### src/rtl/pipeline_controller_pkg.sv
// Shared types for the rv32i pipeline hazard/sequencing controller:
// FSM states, the stage control word and its canned values.
package pipeline_controller_pkg;

  typedef enum logic [1:0] {
    RUN     = 2'd0,
    DRAIN   = 2'd1,
    DRAINED = 2'd2
  } pipe_ctrl_state_t;

  typedef struct packed {
    logic load_pc;
    logic load_if_id;
    logic load_id_ex;
    logic load_ex_mem;
    logic load_mem_wb;
    logic bubble_if_id;
    logic bubble_id_ex;
  } pipe_ctrl_t;

  localparam logic [4:0] REG_ZERO = 5'd0;

  // Control words, bit order as in pipe_ctrl_t
  localparam pipe_ctrl_t CTRL_FREEZE     = 7'b0000000;
  localparam pipe_ctrl_t CTRL_FLUSH      = 7'b1111111;
  localparam pipe_ctrl_t CTRL_LOAD_USE   = 7'b0011101;
  localparam pipe_ctrl_t CTRL_FETCH_WAIT = 7'b0111110;
  localparam pipe_ctrl_t CTRL_ADVANCE    = 7'b1111100;

endpackage

### src/rtl/pipeline_controller_if.sv
// Handshake and stage-control signals between the pipeline controller
// (master) and the rv32i datapath (slave).
interface pipeline_controller_if;
  logic       imem_req;
  logic       imem_resp;
  logic       dmem_req;
  logic       dmem_resp;
  logic [4:0] id_rs1;
  logic [4:0] id_rs2;
  logic       id_uses_rs1;
  logic       id_uses_rs2;
  logic [4:0] ex_rd;
  logic       ex_is_load;
  logic       ex_br_taken;
  logic       drain_req;
  logic       drained;
  logic       load_pc;
  logic       load_if_id;
  logic       load_id_ex;
  logic       load_ex_mem;
  logic       load_mem_wb;
  logic       bubble_if_id;
  logic       bubble_id_ex;

  modport master (
    input  imem_resp, dmem_req, dmem_resp, id_rs1, id_rs2, id_uses_rs1,
           id_uses_rs2, ex_rd, ex_is_load, ex_br_taken, drain_req,
    output imem_req, drained, load_pc, load_if_id, load_id_ex, load_ex_mem,
           load_mem_wb, bubble_if_id, bubble_id_ex
  );

  modport slave (
    output imem_resp, dmem_req, dmem_resp, id_rs1, id_rs2, id_uses_rs1,
           id_uses_rs2, ex_rd, ex_is_load, ex_br_taken, drain_req,
    input  imem_req, drained, load_pc, load_if_id, load_id_ex, load_ex_mem,
           load_mem_wb, bubble_if_id, bubble_id_ex
  );
endinterface

### src/rtl/pipeline_controller_hazard_detect.sv
// Load-use hazard compare: the ID-stage instruction reads a register
// that the load sitting in EX has not yet written back.
module pipeline_controller_hazard_detect
  import pipeline_controller_pkg::*;
(
  input  logic [4:0] id_rs1,
  input  logic [4:0] id_rs2,
  input  logic       id_uses_rs1,
  input  logic       id_uses_rs2,
  input  logic [4:0] ex_rd,
  input  logic       ex_is_load,
  output logic       load_use
);

  assign load_use = ex_is_load && (ex_rd != REG_ZERO) &&
                    ((id_uses_rs1 && (id_rs1 == ex_rd)) ||
                     (id_uses_rs2 && (id_rs2 == ex_rd)));

endmodule

### src/rtl/pipeline_controller.sv
// Hazard/sequencing controller for the 5-stage rv32i pipeline: stage loads,
// bubbles, drain handshake, per-stage valid shadows and perf counters.
//
// state   | meaning
// RUN     | normal fetch and execute
// DRAIN   | no new fetches; finish outstanding fetch, let stages empty
// DRAINED | pipeline empty, fetch stopped, all stages frozen
module pipeline_controller
  import pipeline_controller_pkg::*;
#(
  parameter int CNT_W = 32
) (
  input  logic               clk,
  input  logic               rst,
  pipeline_controller_if.master pif,
  output logic [CNT_W-1:0]   stall_cnt,
  output logic [CNT_W-1:0]   flush_cnt
);

  pipe_ctrl_state_t state_q, state_d;
  pipe_ctrl_t       ctrl;
  logic             v_ifid, v_idex, v_exmem, v_memwb, fetch_busy_q;
  logic [CNT_W-1:0] stall_cnt_q, flush_cnt_q;
  logic             load_use, mem_stall, fe_stall, imem_req, drained, flush, pipe_empty;

  pipeline_controller_hazard_detect u_hazard (
    .id_rs1      (pif.id_rs1),
    .id_rs2      (pif.id_rs2),
    .id_uses_rs1 (pif.id_uses_rs1),
    .id_uses_rs2 (pif.id_uses_rs2),
    .ex_rd       (pif.ex_rd),
    .ex_is_load  (pif.ex_is_load),
    .load_use    (load_use)
  );

  assign mem_stall  = pif.dmem_req & ~pif.dmem_resp;
  assign pipe_empty = ~(v_ifid | v_idex | v_exmem | v_memwb) & ~fetch_busy_q;

  always_comb begin
    state_d  = state_q;
    imem_req = 1'b0;
    drained  = 1'b0;
    fe_stall = 1'b0;
    flush    = 1'b0;
    ctrl     = CTRL_FREEZE;
    if (!rst) begin
      unique case (state_q)
        RUN: begin
          imem_req = 1'b1;
          if (pif.drain_req) state_d = DRAIN;
        end
        DRAIN: begin
          imem_req = fetch_busy_q;
          if (!pif.drain_req) state_d = RUN;
          else if (pipe_empty && !mem_stall) state_d = DRAINED;
        end
        DRAINED: begin
          drained = 1'b1;
          if (!pif.drain_req) state_d = RUN;
        end
        default: state_d = RUN;
      endcase
      fe_stall = imem_req & ~pif.imem_resp;
      if (state_q != DRAINED) begin
        // A redirect waits out an in-flight fetch so the fetch address stays stable
        if (mem_stall || (pif.ex_br_taken && fe_stall)) begin
          ctrl = CTRL_FREEZE;
        end else if (pif.ex_br_taken) begin
          ctrl  = CTRL_FLUSH;
          flush = 1'b1;
        end else if (load_use) begin
          ctrl = CTRL_LOAD_USE;
        end else if (fe_stall || state_q == DRAIN) begin
          ctrl = CTRL_FETCH_WAIT;
        end else begin
          ctrl = CTRL_ADVANCE;
        end
      end
    end
  end

  always_ff @(posedge clk) begin
    if (rst) begin
      state_q      <= RUN;
      v_ifid       <= 1'b0;
      v_idex       <= 1'b0;
      v_exmem      <= 1'b0;
      v_memwb      <= 1'b0;
      fetch_busy_q <= 1'b0;
      stall_cnt_q  <= '0;
      flush_cnt_q  <= '0;
    end else begin
      state_q      <= state_d;
      fetch_busy_q <= imem_req & ~pif.imem_resp;
      if (ctrl.load_if_id)  v_ifid  <= ~ctrl.bubble_if_id & pif.imem_resp;
      if (ctrl.load_id_ex)  v_idex  <= ~ctrl.bubble_id_ex & v_ifid;
      if (ctrl.load_ex_mem) v_exmem <= v_idex;
      if (ctrl.load_mem_wb) v_memwb <= v_exmem;
      if (!ctrl.load_pc && state_q != DRAINED) stall_cnt_q <= stall_cnt_q + 1'b1;
      if (flush) flush_cnt_q <= flush_cnt_q + 1'b1;
    end
  end

  assign pif.imem_req     = imem_req;
  assign pif.drained      = drained;
  assign pif.load_pc      = ctrl.load_pc;
  assign pif.load_if_id   = ctrl.load_if_id;
  assign pif.load_id_ex   = ctrl.load_id_ex;
  assign pif.load_ex_mem  = ctrl.load_ex_mem;
  assign pif.load_mem_wb  = ctrl.load_mem_wb;
  assign pif.bubble_if_id = ctrl.bubble_if_id;
  assign pif.bubble_id_ex = ctrl.bubble_id_ex;
  assign stall_cnt        = rst ? '0 : stall_cnt_q;
  assign flush_cnt        = rst ? '0 : flush_cnt_q;

endmodule

### src/flat_wrapper.sv
// flat-port wrapper written by rule: the top's interface ports become plain ports
module pipeline_controller_flat import pipeline_controller_pkg::*;
#(
  parameter int CNT_W = 32
)
  (clk, rst, stall_cnt, flush_cnt, pif_imem_resp, pif_dmem_req, pif_dmem_resp, pif_id_rs1, pif_id_rs2, pif_id_uses_rs1, pif_id_uses_rs2, pif_ex_rd, pif_ex_is_load, pif_ex_br_taken, pif_drain_req, pif_imem_req, pif_drained, pif_load_pc, pif_load_if_id, pif_load_id_ex, pif_load_ex_mem, pif_load_mem_wb, pif_bubble_if_id, pif_bubble_id_ex);
  pipeline_controller_if pif_i ();
  input  logic clk;
  input  logic rst;
  output logic [CNT_W-1:0] stall_cnt;
  output logic [CNT_W-1:0] flush_cnt;
  input wire logic [$bits(pif_i.imem_resp)-1:0] pif_imem_resp;
  input wire logic [$bits(pif_i.dmem_req)-1:0] pif_dmem_req;
  input wire logic [$bits(pif_i.dmem_resp)-1:0] pif_dmem_resp;
  input wire logic [$bits(pif_i.id_rs1)-1:0] pif_id_rs1;
  input wire logic [$bits(pif_i.id_rs2)-1:0] pif_id_rs2;
  input wire logic [$bits(pif_i.id_uses_rs1)-1:0] pif_id_uses_rs1;
  input wire logic [$bits(pif_i.id_uses_rs2)-1:0] pif_id_uses_rs2;
  input wire logic [$bits(pif_i.ex_rd)-1:0] pif_ex_rd;
  input wire logic [$bits(pif_i.ex_is_load)-1:0] pif_ex_is_load;
  input wire logic [$bits(pif_i.ex_br_taken)-1:0] pif_ex_br_taken;
  input wire logic [$bits(pif_i.drain_req)-1:0] pif_drain_req;
  output wire logic [$bits(pif_i.imem_req)-1:0] pif_imem_req;
  output wire logic [$bits(pif_i.drained)-1:0] pif_drained;
  output wire logic [$bits(pif_i.load_pc)-1:0] pif_load_pc;
  output wire logic [$bits(pif_i.load_if_id)-1:0] pif_load_if_id;
  output wire logic [$bits(pif_i.load_id_ex)-1:0] pif_load_id_ex;
  output wire logic [$bits(pif_i.load_ex_mem)-1:0] pif_load_ex_mem;
  output wire logic [$bits(pif_i.load_mem_wb)-1:0] pif_load_mem_wb;
  output wire logic [$bits(pif_i.bubble_if_id)-1:0] pif_bubble_if_id;
  output wire logic [$bits(pif_i.bubble_id_ex)-1:0] pif_bubble_id_ex;
  assign pif_i.imem_resp = pif_imem_resp;
  assign pif_i.dmem_req = pif_dmem_req;
  assign pif_i.dmem_resp = pif_dmem_resp;
  assign pif_i.id_rs1 = pif_id_rs1;
  assign pif_i.id_rs2 = pif_id_rs2;
  assign pif_i.id_uses_rs1 = pif_id_uses_rs1;
  assign pif_i.id_uses_rs2 = pif_id_uses_rs2;
  assign pif_i.ex_rd = pif_ex_rd;
  assign pif_i.ex_is_load = pif_ex_is_load;
  assign pif_i.ex_br_taken = pif_ex_br_taken;
  assign pif_i.drain_req = pif_drain_req;
  assign pif_imem_req = pif_i.imem_req;
  assign pif_drained = pif_i.drained;
  assign pif_load_pc = pif_i.load_pc;
  assign pif_load_if_id = pif_i.load_if_id;
  assign pif_load_id_ex = pif_i.load_id_ex;
  assign pif_load_ex_mem = pif_i.load_ex_mem;
  assign pif_load_mem_wb = pif_i.load_mem_wb;
  assign pif_bubble_if_id = pif_i.bubble_if_id;
  assign pif_bubble_id_ex = pif_i.bubble_id_ex;
  pipeline_controller #(.CNT_W(CNT_W)) u_core (.clk(clk), .rst(rst), .pif(pif_i), .stall_cnt(stall_cnt), .flush_cnt(flush_cnt));
endmodule
### config.mk
export PLATFORM = sky130hd
export DESIGN_NAME = pipeline_controller_flat
export DESIGN_NICKNAME = d
export VERILOG_FILES = /design/src/rtl/pipeline_controller_pkg.sv /design/src/rtl/pipeline_controller_if.sv /design/src/rtl/pipeline_controller_hazard_detect.sv /design/src/rtl/pipeline_controller.sv /design/src/flat_wrapper.sv
export SDC_FILE = /design/constraint.sdc
export NUM_CORES = 1
export LEC_CHECK = 0
export BUFFER_PORTS_ARGS = -buffer_cell sky130_fd_sc_hd__buf_2
export CORE_MARGIN = 5
export CORE_UTILIZATION = 49
export DETAILED_ROUTE_END_ITERATION = 7
export GPL_ROUTABILITY_DRIVEN = 0
export GPL_TIMING_DRIVEN = 0
export PLACE_DENSITY_LB_ADDON = 0.3
export SLEW_MARGIN = 10
export SYNTH_ARGS = -nofsm -noshare
export SYNTH_HDL_FRONTEND = slang
export SYNTH_HIERARCHICAL = 1
export SYNTH_SLANG_ARGS = --single-unit
export TNS_END_PERCENT = 100
### constraint.sdc
create_clock -name clk -period 2.3 [get_ports clk]
set_clock_uncertainty 0.2 [all_clocks]
set_input_delay 0.115 -clock clk [delete_from_list [all_inputs] [get_ports clk]]
set_output_delay 0.115 -clock clk [all_outputs]
set_load 0.03 [all_outputs]
* Word level (Yosys, flattened, before mapping)
Cells that the tools add are included.
Cells by class: eq/ne operators 8, add/subtract/negate cells 2, reductions and logical operators 15, multiplexer cells 22, bitwise operators 15
Operator list (count):
- $add 32x1->32 const B | 2
- $mux 32 | 2
- $mux 7 | 6
- $eq 5x5->1 | 2
- $mux 1 | 8
- $mux 2 | 4
- $logic_and 1x1->1 | 7
- $and 1x1->1 | 6
- $ne 2x2->1 const B | 3
- $not 1->1 | 6
- $pmux 2 s3 | 1
- $reduce_bool 5->1 | 1
- $logic_or 1x1->1 | 3
- $ne 3x2->1 const B | 1
- $or 1x1->1 | 3
- $reduce_and 3->1 | 1
- $eq 2x1->1 const B | 1
- $eq 2x2->1 const B | 1
- $logic_not 1->1 | 2
- $logic_not 2->1 | 1
- $pmux 1 s2 | 1
Storage, ports and cells: bits in registers 71, word-level logic and storage cells 70, output and inout bits 73, input bits 25

* Longest topological paths before layout
Gate-level depths: netlist of run 1.
depth after elaboration 13, gate-level depth with buffers 10, mapped depth without buffers 8

* Modules after synthesis
Netlist of run 1, hierarchy kept.
By module, submodules not included:
- pipeline_controller | sequential area each 1421.4 µm², times used 1, area each 3917.5 µm², cells each 495
- pipeline_controller_hazard_detect | sequential area each 0.0 µm², times used 1, area each 133.9 µm², cells each 17

* Least setup slack after synthesis of run 1
OpenSTA, ideal clock, no wires.
kind reg2out, from reg u_core.state_q[1], to out pif_bubble_if_id, data arrival time 2239 ps, stages on the path, launching flop included 7, path buffers 2, slack -254 ps, cell sequence dfxtp_1 > buf_6 > nor2b_1 > nor3_2 > buf_2 > nand2_1 > o41ai_1
On the way: cells in the longest elaborated chain, start to end 11
Ends and longest elaborated chain:
- start: declaration | RTL line pipeline_controller.sv:20 | pipe_ctrl_state_t state_q, state_d;
- start signal: assignment | RTL line pipeline_controller.sv:93 | state_q <= state_d;
- $eq 2x1->1 or $logic_not 2->1 (tied branches) | RTL line pipeline_controller.sv:47, pipeline_controller.sv:73
- $pmux 1 s2 | RTL line pipeline_controller.sv:47 | unique case (state_q)
- $mux 1 | RTL line pipeline_controller.sv:46 | if (!rst) begin
- $and 1x1->1 | RTL line pipeline_controller.sv:63 | fe_stall = imem_req & ~pif.imem_resp;
- $logic_or 1x1->1 | RTL line pipeline_controller.sv:73 | end else if (fe_stall || state_q == DRAIN) begin
- $mux 7 | RTL line pipeline_controller.sv:73
- $mux 7 | RTL line pipeline_controller.sv:71 | end else if (load_use) begin
- $mux 7 | RTL line pipeline_controller.sv:68 | end else if (pif.ex_br_taken) begin
- $mux 7 | RTL line pipeline_controller.sv:66 | if (mem_stall || (pif.ex_br_taken && fe_stall)) begin
- $mux 7 (*) | RTL line pipeline_controller.sv:64 | if (state_q != DRAINED) begin
- $mux 7 (*) | RTL line pipeline_controller.sv:46
- end: declaration | RTL line flat_wrapper.sv:30 | output wire logic [$bits(pif_i.bubble_if_id)-1:0] pif_bubble_if_id;
Every way passes the cells marked *; elsewhere a longest branch is shown, timed or not. The select of a mux whose other input is x is not followed.

* Worst setup path in the final report of run 1
from reg u_core.state_q[0], to reg u_core.stall_cnt_q[15]
On the way: cells in the longest elaborated chain, start to end 13
Ends and longest elaborated chain:
- $eq 2x1->1 or $logic_not 2->1 (tied branches) | RTL line pipeline_controller.sv:47, pipeline_controller.sv:73
- $pmux 1 s2 | RTL line pipeline_controller.sv:47
- $mux 1 | RTL line pipeline_controller.sv:46
- $and 1x1->1 | RTL line pipeline_controller.sv:63
- $logic_or 1x1->1 | RTL line pipeline_controller.sv:73
- $mux 7 | RTL line pipeline_controller.sv:73
- $mux 7 | RTL line pipeline_controller.sv:71
- $mux 7 | RTL line pipeline_controller.sv:68
- $mux 7 | RTL line pipeline_controller.sv:66
- $mux 7 | RTL line pipeline_controller.sv:64
- $mux 7 | RTL line pipeline_controller.sv:46
- $logic_not 1->1 | RTL line pipeline_controller.sv:99 | if (!ctrl.load_pc && state_q != DRAINED) stall_cnt_q <= stall_cnt_q + 1'b1;
- $logic_and 1x1->1 (*) | RTL line pipeline_controller.sv:99
- end signal: assignment | RTL line pipeline_controller.sv:99
- end: declaration | RTL line pipeline_controller.sv:23 | logic [CNT_W-1:0] stall_cnt_q, flush_cnt_q;
Marked as above. A chain may end at the register's enable or synchronous reset.

==> flow_results.org, run 1 <==
** Synthesis
- In the synthesized netlist, the number of instances is 512.
- Each instance of the synthesized netlist takes up on average 7.91 um2.
- Post-synth EDFFs :: 0
- Yosys top cell area share :: 0.351
- Ranking of synthesized cells by instance count :: sky130_fd_sc_hd__dfxtp_1, sky130_fd_sc_hd__nor2b_1, sky130_fd_sc_hd__nor2_1, sky130_fd_sc_hd__a21oi_1, sky130_fd_sc_hd__o21ai_0
- Ys async rst share :: 0
- Top-count cell post-synth :: sky130_fd_sc_hd__dfxtp_1
- Sequential fraction of the synthesis area :: 0.351
- Synthesized Nets :: 539
- Leading cell types by total area after synthesis :: sky130_fd_sc_hd__dfxtp_1, sky130_fd_sc_hd__nor2b_1, sky130_fd_sc_hd__a21oi_1, sky130_fd_sc_hd__or3_1, sky130_fd_sc_hd__nor2_1
- Yosys warnings :: 6
- Netlist area before placement :: 4050 um2
- The largest total area in the synthesized netlist belongs to sky130_fd_sc_hd__dfxtp_1.
- In the synthesized netlist the dominant register cell turns out to be sky130_fd_sc_hd__dfxtp_1.
- Counting flops and latches in the post-synthesis netlist gives 71.
- After synthesis, the netlist uses 43 different library cells.

** Worst setup path
- CP Max Fanout :: 10
- STA puts the critical path data required time at 2.38 ns.
- For the worst setup path, the data arrival time is 2.39 ns.
- The worst setup path is of the reg -> reg kind.
- Startpoint class of the critical path :: register
- Worst setup EP type :: register

** Finish
- Design Area, Final :: 5480 um2
- Counting the fill cells in the layout gives 648.
- Number of inserted diodes :: 0
- Compared with the post-synthesis result, the final layout area differs by 35.3%.
- Of the cells placed in the final design, the portion with a size suffix greater than 1 is 0.338.
- At the end of the flow, the number of nets in the layout was 669.

** Timing
- Transition at the pin with the smallest max-transition slack :: 0.842 ns
- Setup repair after global routing could not meet its margin everywhere.
- Max Clock Freq :: 433 MHz
- Final worst hold slack :: 0.0229 ns
- For the final routed database, the setup TNS stands at -0.0112 ns.
- Final hold violations :: 0
- Setup ws final :: -0.00833 ns
- Pins over their slew limit :: 0
- Measured against its own limit, the worst slew margin works out to 0.435.
- Setup violations remaining at the end of the flow were counted as 4.
- After layout, the minimum clock period comes to 2.31 ns.
- Final worst path period share :: 1.00

** GRT
- First-pass GRT wire length :: 19000 um
- The initial antenna violation count came to 0.
- GRT overflow :: 0
- Pin count of the biggest net entering global routing :: 13
- Across every metal layer, demand over resource in global routing totals 0.231.
- The number of global-route vias before repair came to 4055.

** Placement
- Summing all placed instances gives a cell area of 4700 um2.
- HPWL after detailed placement :: 8370 um
- Count of input and output buffers :: 96
- OpenSTA, run right after detailed placement, puts the worst setup slack at -0.649 ns.

** Route
- For this block, the initial DRC count from the detailed router was 270.
- After detailed routing, the average wire length per cell comes to 16.6 um.
- Once detail routing completed, the nets flagged for antenna violations numbered 0.
- DR pass1 iterations :: 5
- Via count normalized by instance count :: 5.76
- For this run, design rule violations remaining after detail routing come to 0.
- Across all layers, the routed design uses 4329 vias.
- Routed wire length :: 12500 um

** Clock tree
- Clock-pin transition on the worst setup and hold timing paths :: 0.08 ns
- In this run the deepest clock path goes through 2 buffers.
- TritonCTS Buffers :: 9
- TritonCTS built the clock tree.
- The H-tree was split into 3 levels.
- The clock reaches the later pin of the worst-skew pair after 0.35 ns.
- CTS saw 71 sinks.
- CTS root buf :: sky130_fd_sc_hd__clkbuf_8

** Min path
- Worst Hold Class :: in -> reg

** Die
- Die area :: 10200 um2
- For this configuration, the core starts out at a cell density of 0.498.
- Horizontal extent of the die :: 101 um
- Die height :: 101 um
- Placeable Area :: 8130 um2
- During I/O placement, the number of pins put on the boundary was 98.
- Num rows :: 33

** Power and ir drop
- Power density over the cells :: 498 nW/um2
- Post-route total power :: 2.73 mW
- Leakage power :: 2.16 nW
- Worst IR Drop VDD :: 415 uV

** Flow run
- The tool flagged a number of max-cap violations equal to 0.

** Outcome
- The flow ran to the end, but the final reports show violations.
- The checks that failed: setup timing.
power breakdown:
part | total (mW) | leakage [nW] | switching, mW | internal, mW
Combinational | 0.352 | 1.47 | 0.213 | 0.139
Clock | 1.13 | 0.110 | 0.488 | 0.641
Sequential | 1.25 | 0.578 | 0.0127 | 1.24
path summary, 6_finish.rpt:
| kind | from | to | depth (start not counted) | slack [ns] |
|---|---|---|---|---|
| worst max-delay path | u_core/state_q[0] | u_core/stall_cnt_q[15] | 6 | -0.008 |
| worst min-delay path | pif_ex_br_taken | u_core/flush_cnt_q[2] | 4 | 0.02 |
| worst max register to register | u_core/state_q[0] | u_core/stall_cnt_q[15] | 6 | -0.008 |
| worst min register to register | u_core/v_idex | u_core/v_exmem | 2 | 0.26 |
critical path, stage by stage, from the launching register on:
cell and delay [ns]:
sky130_fd_sc_hd__dfxtp_4 0.37, sky130_fd_sc_hd__nor2b_4 0.14, sky130_fd_sc_hd__or4b_4 0.50, sky130_fd_sc_hd__o211a_4 0.20, sky130_fd_sc_hd__buf_6 0.16, sky130_fd_sc_hd__or4_1 0.52
sky130_fd_sc_hd__a21oi_1 0.13
registers in the layout, summed over array words and instances (netlist names):
name and cells:
u_core/stall_cnt_q 32, u_core/flush_cnt_q 32, u_core/fetch_busy_q 1, u_core/v_ifid 1, u_core/state_q 2, u_core/v_memwb 1
u_core/v_idex 1, u_core/v_exmem 1
routing by layer:
metal,GRT usage,share of wire,wire length [um],vias to the layer above
met4,0.0798,0.025,309,0
met3,0.0491,0.079,989,34
met5,0,0,0,-
met2,0.401,0.50,6280,220
li1,-,-,-,2097
met1,0.281,0.39,4920,1978
cell type report:
cell class | instances | area [um2] | share of cell area
Clock buffer | 11 | 141 | 0.0258
Inverter | 7 | 26.3 | 0.00479
Buffer | 29 | 184 | 0.0335
Tap cell | 105 | 131 | 0.0240
Sequential cell | 71 | 1440 | 0.262
Clock inverter | 5 | 81.3 | 0.0148
Timing Repair Buffer | 122 | 718 | 0.131
Multi-Input combinational cell | 402 | 2760 | 0.504
cells by family (layout without fill, tap and decap cells):
| kind of cell | Yosys count | in the layout | share of synthesized area |
|---|---|---|---|
| multiplexers | 15 | 15 | 0.0414 |
| adder cells (fa/ha/maj) | 2 | 2 | 0.00618 |
| XOR/XNOR | 23 | 23 | 0.0497 |
| AND/OR/NAND/NOR | 282 | 282 | 0.400 |
| AO/OA/AOI/OAI | 80 | 80 | 0.110 |
| buffers and inverters | 39 | 174 | 0.0423 |
| flip-flops | 71 | 71 | 0.351 |
stage by stage:
stage,std cells,util
4_1_cts,745,0.635
2_1_floorplan,512,-
6_report,752,0.674
3_5_place_dp,713,0.578
3_3_place_gp,713,0.578
5_1_grt,752,0.674
cells in the final DEF, fill, tap and decap left out, types with 3 or more instances in the layout:
cell and count:
sky130_fd_sc_hd__nor3b_2 4, sky130_fd_sc_hd__dfxtp_1 61, sky130_fd_sc_hd__o31ai_2 3, sky130_fd_sc_hd__nand3b_1 3, sky130_fd_sc_hd__buf_6 9, sky130_fd_sc_hd__clkbuf_1 16, sky130_fd_sc_hd__or4_1 7, sky130_fd_sc_hd__buf_4 23
sky130_fd_sc_hd__and3_1 5, sky130_fd_sc_hd__nor3_1 9, sky130_fd_sc_hd__nor2b_1 61, sky130_fd_sc_hd__xnor2_1 12, sky130_fd_sc_hd__nor4b_4 3, sky130_fd_sc_hd__a21oi_2 6, sky130_fd_sc_hd__buf_2 94, sky130_fd_sc_hd__and4_1 7
sky130_fd_sc_hd__nand4_1 24, sky130_fd_sc_hd__nand3_1 24, sky130_fd_sc_hd__a21oi_1 30, sky130_fd_sc_hd__clkbuf_8 10, sky130_fd_sc_hd__dfxtp_2 8, sky130_fd_sc_hd__or4_4 5, sky130_fd_sc_hd__dlygate4sd3_1 3, sky130_fd_sc_hd__nor3_2 5
sky130_fd_sc_hd__nor2_1 43, sky130_fd_sc_hd__or3_1 27, sky130_fd_sc_hd__nor4_1 8, sky130_fd_sc_hd__mux2_2 13, sky130_fd_sc_hd__xor2_1 11, sky130_fd_sc_hd__o21ai_0 29, sky130_fd_sc_hd__inv_1 6, sky130_fd_sc_hd__nand2_1 26
what timing repair did:
item / CTS / global route
resized for setup: 26 / 77
hold endpoints to repair: 3 / 1
pin swaps: 10 / 16
hold buffers: 2 / 1
endpoints found under the setup margin: 46 / 62
gates cloned: 0 / 1
setup buffers: 15 / 7
Note: power is estimated with default switching activity, not from simulation.
==> run 2: changes to the inputs <==
Settings changed: HOLD_SLACK_MARGIN set to 0.03.
==> run 2 against run 1 <==
  * The flow still finishes with violations (setup timing)
  * Cell count up 0.13%
  * Routed wire length shrank 0.26%
  * Design area up 0.18%
  * Fmax grew 0.24%
  * Core utilization increased by 0.12 points
  * First-iteration DRC count increased by 8.1%
  * Sequential cell count unchanged
  * Critical path type unchanged
  * Critical endpoint is now u_core/stall_cnt_q[11]
==> flow_results.org, run 2 (synthesized netlist as in run 1, its figures left out) <==
** Power and ir drop
- Power density over the cells :: 496 nW/um2
- Post-route total power :: 2.73 mW
- The analysis attributes to cell leakage a power of 2.16 nW.
- Worst IR Drop VDD :: 408 uV

** Clock tree
- Counting along the longest clock path gives a buffer depth of 2.
- Clock-pin transition on the worst setup and hold timing paths :: 0.08 ns
- Counting every sink on the clock net gives 71.
- CTS placed an instance of sky130_fd_sc_hd__clkbuf_8 at the clock tree root.
- The later pin in the worst-skew pair is clocked with a latency of 0.35 ns.
- In this run, CTS created clock tree buffers numbering 9.
- TritonCTS clock tree :: done
- The H-tree generated during clock tree synthesis spans 3 levels.

** Placement
- After detailed placement, the total cell area comes to 4700 um2.
- HPWL after detailed placement :: 8370 um
- Worst Setup Slack post-DPL :: -0.649 ns
- Count of input and output buffers :: 96

** Worst setup path
- On the worst path, the slowest cell contributes a delay of 0.50 ns.
- Among cell families on the critical path, the largest total delay comes from simple AND/OR/NAND/NOR gates.
- Startpoint class of the critical path :: register
- Levels on crit path :: 7
- Crit-path slowest cell :: sky130_fd_sc_hd__or4b_4
- CP Max Fanout :: 10
- Worst setup EP type :: register
- The critical path goes through nor2b_4, or4b_4, o211a_4, buf_6, clkbuf_4, o31ai_2, a21oi_2.
- The critical path in this run is classified as reg -> reg.
- Crit path required time :: 2.32 ns
- The number of buffers and inverters on the critical path is 2.
- For the worst flop-to-flop path, the logic depth is 7.
- STA puts the critical path data arrival time at 2.32 ns.

** Timing
- Final worst hold slack :: 0.0263 ns
- At the pin with the least slew margin, the transition time is 0.846 ns.
- In the finished design, the share of the clock period the worst path needs comes to 1.00.
- Max Clock Freq :: 434 MHz
- Setup violations remaining at the end of the flow were counted as 3.
- Setup ws final :: -0.00271 ns
- Setup repair after global routing could not meet its margin everywhere.
- The max-slew violation count is 0.
- Final hold violations :: 0
- Subtracting the final worst setup slack from the clock period gives 2.30 ns.
- Worst relative slew slack :: 0.432

** GRT
- Total global routing track utilization :: 0.231
- First-pass GRT wire length :: 19000 um
- Pin count of the biggest net entering global routing :: 13
- The number of global-route vias before repair came to 4052.
- Number of antenna violations at the first check in global routing :: 0
- GRT overflow :: 0

** Finish
- In the layout the commonest cells are sky130_fd_sc_hd__buf_2, sky130_fd_sc_hd__nor2b_1, sky130_fd_sc_hd__dfxtp_1.
- Share of post-route cells with drive strength above 1 :: 0.338
- The filler cells instantiated in the layout total 648.
- From synthesis to final layout, the design area changed by 35.6%.
- The number of antenna diodes in the final layout is 0.
- Summing all multi-input logic gate instances after layout gives 2760 um2.
- Design Area, Final :: 5490 um2
- Most frequent standard cell in the layout excluding fill and tap cells :: sky130_fd_sc_hd__buf_2
- Across the whole layout, storage elements account for 1440 um2.
- In the final layout, the registers with the most flip-flops are u_core/flush_cnt_q (32), u_core/stall_cnt_q (32), u_core/state_q (2).
- Final Net Count :: 670

** Min path
- The tightest min-delay check is of the in -> reg type.
- Worst hold path depth :: 4

** Route
- Wire length on met1 :: 4960 um
- Via count normalized by instance count :: 5.80
- DR pass1 iterations :: 6
- Routed length on met3 :: 881 um
- The count of nets left with antenna violations once routing finished came out at 0.
- Max layer used :: met4
- After detailed routing, the total wire length is 12500 um.
- Via count :: 4367
- For this block, the initial DRC count from the detailed router was 292.
- In the routed design, unresolved DRC markers number 0.
- Met2 routed wirelength :: 6260 um
- Routed wire per std cell :: 16.6 um

** Outcome
- Result of the run :: complete, but fails checks
- Violations in the final reports :: setup timing

** Flow run
- The tool flagged a number of max-cap violations equal to 0.

** Die
- For this configuration, the core starts out at a cell density of 0.498.
- Placeable Area :: 8130 um2
- Die height :: 101 um
- Num rows :: 33
- Die area :: 10200 um2
- For this design the top-level I/O count stands at 98.
- The die is 101 um wide.
-- run 2: cell types whose count changed in the layout (fill, tap and decap cells not counted), sizes merged --
cell,before,now
dlygate4sd3,3,4
-- run 2: what timing repair did --
item / CTS / global route
hold buffers: 3 / 1
buffers inserted: 15 / 7
cloned: 0 / 1
pin swaps: 10 / 16
endpoints found under the hold margin: 4 / 1
setup endpoints to repair: 46 / 63
gates resized for setup: 26 / 77
-- run 2: power by group --
group          internal, mW  leakage (nW)  switching (mW)
Combinational         0.140          1.47           0.213
Clock                 0.641         0.110           0.482
Sequential             1.24         0.578          0.0130
Total                  2.02          2.16           0.707
-- run 2: metal layers --
layer  vias up  track usage
met5         -            0
met4         0       0.0798
met3        39       0.0491
met2       211        0.401
met1      2020        0.281
li1       2097            -
-- run 2: cell type report --
class / count / area share
multi-input cells: 402 / 0.503
flip-flops and latches: 71 / 0.262
repair buffers: 123 / 0.133
plain buffers: 29 / 0.0335
clock buffers: 11 / 0.0257
well taps: 105 / 0.0239
clock inverters: 5 / 0.0148
inverters: 7 / 0.00478
-- run 2: tightest hold or removal path, cell delays in order --
cell and delay, ns:
sky130_fd_sc_hd__buf_2 0.16, sky130_fd_sc_hd__nand4_1 0.12, sky130_fd_sc_hd__xor2_1 0.07, sky130_fd_sc_hd__nor2_1 0.07
-- run 2: per-stage QoR --
| step | instances | utilization | TNS (ns) |
|---|---|---|---|
| floorplan | 512 | - | -0.179 |
| global placement | 713 | 0.578 | -12.03 |
| CTS | 746 | 0.636 | -0.0650 |
| detailed placement | 713 | 0.578 | -17.05 |
| finish | 753 | 0.675 | -0.00525 |
| global route | 753 | 0.675 | -0.343 |
-- run 2: final timing paths --
kind	slack, ns	end	start
max reg2reg	-0.003	u_core/stall_cnt_q[11]	u_core/state_q[0]
max	-0.003	u_core/stall_cnt_q[11]	u_core/state_q[0]
min	0.03	u_core/flush_cnt_q[2]	pif_ex_br_taken
min reg2reg	0.26	u_core/v_exmem	u_core/v_idex
